$ cat config.mk
export PLATFORM = sky130hd
export DESIGN_NAME = divider4bit_seq_flat
export DESIGN_NICKNAME = d
export VERILOG_FILES = /design/src/rtl/divider4bit_seq_if.sv /design/src/rtl/divider4bit_seq.sv /design/src/flat_wrapper.sv
export SDC_FILE = /design/constraint.sdc
export NUM_CORES = 1
export LEC_CHECK = 0
export ABC_AREA = 0
export CAP_MARGIN = 15
export CORE_UTILIZATION = 55
export CTS_BUF_LIST = sky130_fd_sc_hd__clkbuf_8
export DETAILED_ROUTE_END_ITERATION = 10
export GPL_ROUTABILITY_DRIVEN = 1
export PLACE_DENSITY = 0.86
export REMOVE_ABC_BUFFERS = 1
export SLEW_MARGIN = 20
export SYNTH_ARGS = -nofsm -noshare
export SYNTH_HDL_FRONTEND = slang
export SYNTH_SLANG_ARGS = --single-unit
$ cat constraint.sdc
create_clock -name clk -period 2.2 [get_ports clk]
set_input_delay 0.44 -clock clk [delete_from_list [all_inputs] [get_ports clk]]
set_output_delay 0.44 -clock clk [all_outputs]
set_load 0.01 [all_outputs]
$ cat src/rtl/divider4bit_seq_if.sv
// Handshake/result bundle for the sequential restoring divider.
//   start     : request, sampled only when the divider is not busy
//   dividend  : unsigned dividend, sampled with an accepted start
//   divisor   : unsigned divisor, sampled with an accepted start
//   busy      : high while a division is in progress
//   done      : one-cycle pulse, results valid/updated
//   quotient  : unsigned quotient, held until the next completion
//   remainder : unsigned remainder, held until the next completion
//   div_by_zero : set with done when divisor was 0, held with results
interface divider4bit_seq_if #(
    parameter int unsigned N = 4
) ();
    logic         start;
    logic [N-1:0] dividend;
    logic [N-1:0] divisor;
    logic         busy;
    logic         done;
    logic [N-1:0] quotient;
    logic [N-1:0] remainder;
    logic         div_by_zero;

    // Requester side: issues operands, observes results.
    modport master (
        output start, dividend, divisor,
        input  busy, done, quotient, remainder, div_by_zero
    );

    // Divider side.
    modport slave (
        input  start, dividend, divisor,
        output busy, done, quotient, remainder, div_by_zero
    );
endinterface

$ cat src/rtl/divider4bit_seq.sv
// Sequential restoring divider, one quotient bit per clock.
//   clk : rising-edge clock
//   rst : asynchronous active-high reset
//   bus : divider4bit_seq_if slave modport (start/operands in, busy/done/results out)
// A division by zero skips the iteration and completes in the next cycle with
// quotient all ones, remainder = dividend and div_by_zero set.
module divider4bit_seq #(
    parameter int unsigned N = 4
) (
    input  logic                   clk,
    input  logic                   rst,
    divider4bit_seq_if.slave       bus
);

    localparam int unsigned CW = $clog2(N + 1);

    typedef enum logic [1:0] {
        IDLE = 2'd0,
        CALC = 2'd1,
        DONE = 2'd2
    } state_e;

    state_e        state_q, state_d;
    logic [N-1:0]  q_q, q_d;        // dividend shifting out / quotient shifting in
    logic [N-1:0]  d_q, d_d;        // latched divisor
    logic [N:0]    r_q, r_d;        // partial remainder, one guard bit
    logic [CW-1:0] cnt_q, cnt_d;
    logic [N-1:0]  quot_q, quot_d;
    logic [N-1:0]  rem_q, rem_d;
    logic          dbz_q, dbz_d;
    logic          busy_q, busy_d;
    logic          done_q, done_d;

    logic [N:0]    r_shift;
    logic [N:0]    trial;
    logic [N:0]    r_next;
    logic [N-1:0]  q_next;

    // State and datapath registers.
    always_ff @(posedge clk or posedge rst) begin
        if (rst) begin
            state_q <= IDLE;
            q_q     <= '0;
            d_q     <= '0;
            r_q     <= '0;
            cnt_q   <= '0;
            quot_q  <= '0;
            rem_q   <= '0;
            dbz_q   <= 1'b0;
            busy_q  <= 1'b0;
            done_q  <= 1'b0;
        end else begin
            state_q <= state_d;
            q_q     <= q_d;
            d_q     <= d_d;
            r_q     <= r_d;
            cnt_q   <= cnt_d;
            quot_q  <= quot_d;
            rem_q   <= rem_d;
            dbz_q   <= dbz_d;
            busy_q  <= busy_d;
            done_q  <= done_d;
        end
    end

    // Next-state, restoring step and result loading.
    always_comb begin
        state_d = state_q;
        q_d     = q_q;
        d_d     = d_q;
        r_d     = r_q;
        cnt_d   = cnt_q;
        quot_d  = quot_q;
        rem_d   = rem_q;
        dbz_d   = dbz_q;

        // Shift in the next dividend bit, then try subtracting the divisor;
        // a set guard bit means the trial went negative and is discarded.
        r_shift = {r_q[N-1:0], q_q[N-1]};
        trial   = r_shift - {1'b0, d_q};
        r_next  = trial[N] ? r_shift : trial;
        q_next  = {q_q[N-2:0], ~trial[N]};

        case (state_q)
            IDLE, DONE: begin
                if (bus.start) begin
                    q_d   = bus.dividend;
                    d_d   = bus.divisor;
                    r_d   = '0;
                    cnt_d = '0;
                    if (bus.divisor != '0) begin
                        state_d = CALC;
                    end else begin
                        state_d = DONE;
                        quot_d  = '1;
                        rem_d   = bus.dividend;
                        dbz_d   = 1'b1;
                    end
                end else begin
                    state_d = IDLE;
                end
            end
            CALC: begin
                q_d   = q_next;
                r_d   = r_next;
                cnt_d = cnt_q + CW'(1);
                if (cnt_q == CW'(N - 1)) begin
                    state_d = DONE;
                    quot_d  = q_next;
                    rem_d   = r_next[N-1:0];
                    dbz_d   = 1'b0;
                end
            end
            default: begin
                state_d = IDLE;
            end
        endcase

        busy_d = (state_d == CALC);
        done_d = (state_d == DONE);
    end

    assign bus.busy        = busy_q;
    assign bus.done        = done_q;
    assign bus.quotient    = quot_q;
    assign bus.remainder   = rem_q;
    assign bus.div_by_zero = dbz_q;

endmodule

$ cat src/flat_wrapper.sv
// flat-port wrapper written by rule: the top's interface ports become plain ports
module divider4bit_seq_flat 
#(
    parameter int unsigned N = 4
)
  (clk, rst, bus_start, bus_dividend, bus_divisor, bus_busy, bus_done, bus_quotient, bus_remainder, bus_div_by_zero);
  divider4bit_seq_if #(.N(N)) bus_i ();
  input  logic clk;
  input  logic rst;
  input wire logic [$bits(bus_i.start)-1:0] bus_start;
  input wire logic [$bits(bus_i.dividend)-1:0] bus_dividend;
  input wire logic [$bits(bus_i.divisor)-1:0] bus_divisor;
  output wire logic [$bits(bus_i.busy)-1:0] bus_busy;
  output wire logic [$bits(bus_i.done)-1:0] bus_done;
  output wire logic [$bits(bus_i.quotient)-1:0] bus_quotient;
  output wire logic [$bits(bus_i.remainder)-1:0] bus_remainder;
  output wire logic [$bits(bus_i.div_by_zero)-1:0] bus_div_by_zero;
  assign bus_i.start = bus_start;
  assign bus_i.dividend = bus_dividend;
  assign bus_i.divisor = bus_divisor;
  assign bus_busy = bus_i.busy;
  assign bus_done = bus_i.done;
  assign bus_quotient = bus_i.quotient;
  assign bus_remainder = bus_i.remainder;
  assign bus_div_by_zero = bus_i.div_by_zero;
  divider4bit_seq #(.N(N)) u_core (.clk(clk), .rst(rst), .bus(bus_i));
endmodule
==> flow_summary.toml <==
[outcome]
outcome = "complete, no violations"

[layout]
num_antenna_cells = 0
nNetsFinal = 190
final_core_util = 0.774
areaGrowthSynthToFinish_pct = 27.6
finalInstanceArea_mm2 = 0.00180
drive_above_1_share = 0.146

[synth]
synth.avg_cell_area_um2 = 9.98
yosysUniqueCellTypes = 38
ys_ff_latch = 28
synth_cells = 141
async_flop_share = 1.00
synth_top_cells_by_area = "dfrtp_1 50%, ha_1 5.3%, nand2_1 5.1%"
ys_seq_area_frac = 0.498
yosysTopAreaCell = "dfrtp_1"
synth.most_common_cell = "dfrtp_1"
synth_edf_count = 0
synthFlopType = "dfrtp_1"
synth_warnings = 0
syn_area_mm2 = 0.00141
synth_common_cells = "28 x dfrtp_1, 19 x nand2_1, 11 x nor2_1, 10 x a21oi_1, 9 x o21ai_0"
synth_top_area_frac = 0.498

[cts]
cts_tree = "built"
clock-sinks = 28
clk_latency_ns = 0.28
clk_pin_slew_worst_paths_ns = 0.10
cts_buffer_depth = 2
htreeDepth = 1
cts_inserted_buffers = 3
cts_root_buf = "clkbuf_8"
holdBufCountCts = 0

[sta]
whs_ns = 0.485
final_max_slew_viol_count = 0
skew_ns = 0.00722
tightestPinTransition_ns = 0.587
fin_crit_ns = 2.10
fin_crit_sh = 0.957
finalHoldViolCount = 0
max_freq_ghz = 0.475
finalSetupViolations = 0
relSlewSlack = 0.607

[route]
vias = 1180
dr.max_layer_used = "met4"
drc = 0
routedWlPerCell_um = 17.2
finalWirelength_um = 3420
drt-met1-wl_um = 1370
drtIter0Drc = 30
ant_nets = 0
met3_length_um = 190
dr.pass1.iters = 4
viasPerCell = 5.93
route.met2.wl_um = 1810

[floorplan]
coreArea_mm2 = 0.00232
die_x_um = 52.6
start_util = 0.607
ios = 22
fp.dieH_um = 52.6
die-area_mm2 = 0.00277
std_cell_rows = 17

[global_route]
grt_pass1_vias = 1202
gr-total-overflow = 0
grt_max_degree = 29
antenna_found_initial = 0
grt.total_usage = 0.290
grt_pass1_wl_um = 5630

[power_and_ir_drop]
p_leak_nw = 0.806
ir_worst_vdd_v = 0.00125
p_per_area_mw_per_mm2 = 1770

[place]
io_buffers = 21
dp_hpwl_um = 2440
gp_congestion = 0.916
placed_area_mm2 = 0.00167

[setup_path]
cp-start-kind = "flop"
endpoint_kind = "flop"
critPathArrivalTime_ns = 2.27
crit_type = "reg -> reg"
cp.required_ns = 2.36
crit_fanout = 5

[run]
cap_violations = 0

[hold_path]
hp-class = "reg -> reg"
==> cell usage in the layout (no fill, tap or decap), types with 2 or more instances in the layout <==
cell type        synthesis  routed
a211o_1                  2       2
a211oi_1                 2       2
a21oi_1                 10      10
a22oi_1                  2       2
a31oi_1                  3       3
buf_4                    2      11
clkbuf_8                 0       3
clkdlybuf4s50_1          0      21
dfrtp_1                 28      28
ha_1                     6       5
inv_1                    8       7
inv_2                    1       2
nand2_1                 19      19
nand2b_1                 2       2
nand3_1                  3       3
nand3b_1                 2       2
nor2_1                  11      11
nor2b_1                  2       2
o21ai_0                  9       8
o22ai_1                  3       3
or3_1                    4       4
xnor2_1                  2       2
==> cell type report <==
class / count / area (µm²)
clock inverter: 1 / 30.0
clock buffer: 3 / 41.3
timing repair buffer: 32 / 293
sequential: 28 / 701
inverter: 9 / 33.8
tap: 28 / 35.0
multi-input combinational: 98 / 662
fill: 156 / 523
==> cells by family after synthesis <==
group / Yosys count / share of synthesized area
AND/OR/NAND/NOR: 46 / 0.163
flip-flops: 28 / 0.498
buffers and inverters: 15 / 0.0462
multiplexers: 1 / 0.00711
AO/OA/AOI/OAI: 40 / 0.188
adder cells (fa/ha/maj): 7 / 0.0676
XOR/XNOR: 4 / 0.0302
==> report_power, final <==
| part | internal [mW] | leakage [nW] | total (mW) | switching [mW] |
|---|---|---|---|---|
| Combinational | 0.882 | 0.435 | 1.83 | 0.951 |
| Sequential | 0.760 | 0.335 | 0.939 | 0.180 |
| Clock | 0.244 | 0.0357 | 0.406 | 0.163 |
==> final timing paths <==
path | from | slack [ns] | to | cells past startpoint
setup reg to reg | u_core.q_q[3]$_DFFE_PP0P_ | 0.1 | u_core.r_q[2]$_DFFE_PP0P_ | 8
min in group asynchronous | rst | 0.53 | u_core.state_q[1]$_DFF_PP0_ | 3
max in group asynchronous | rst | 1.39 | u_core.cnt_q[0]$_DFFE_PP0P_ | 3
hold reg to reg | u_core.bus.div_by_zero$_DFFE_PP0P_ | 0.48 | u_core.bus.div_by_zero$_DFFE_PP0P_ | 1
setup / recovery | u_core.q_q[3]$_DFFE_PP0P_ | 0.1 | u_core.r_q[2]$_DFFE_PP0P_ | 8
hold / removal | u_core.bus.div_by_zero$_DFFE_PP0P_ | 0.48 | u_core.bus.div_by_zero$_DFFE_PP0P_ | 1
==> per-stage QoR <==
stage	power [mW]	TNS, ns	instances	worst slack, ns
floorplan	1.98	0	135	0.200
global placement	2.43	0	191	0.130
detailed placement	2.55	-0.00865	191	-0.00865
CTS	3.08	0	198	0.0408
global route	3.41	-0.00662	199	-0.00662
finish	3.18	0	199	0.0953
==> state kept, by name (all words and copies together), names as in the netlist <==
signal / count
u_core.d_q: 4
u_core.q_q: 4
u_core.bus.done: 1
u_core.bus.quotient: 4
u_core.cnt_q: 3
u_core.bus.div_by_zero: 1
u_core.r_q: 4
u_core.bus.busy: 1
u_core.state_q: 2
u_core.bus.remainder: 4
==> what timing repair did <==
| item | 4_1_cts | 5_1_grt |
|---|---|---|
| pin swaps | 1 | 3 |
| gates resized for setup | 1 | 6 |
| buffers inserted | 3 | 1 |
| setup endpoints to repair | 2 | 7 |
==> routing by layer <==
metal  global-route usage  vias to the layer above
met5                    0                        -
met4                0.101                        0
met3               0.0290                        6
met2                0.496                       52
met1                0.379                      575
li1                     -                      547
==> critical path: stages, from the launching register on <==
cell      delay [ns]
dfrtp_1         0.43
inv_2           0.08
ha_4            0.17
fa_2            0.37
nand2b_4        0.16
a21oi_4         0.24
xor2_2          0.19
mux2i_1         0.25
o21ai_1         0.10
No activity file was read; power rests on OpenSTA's default activity.
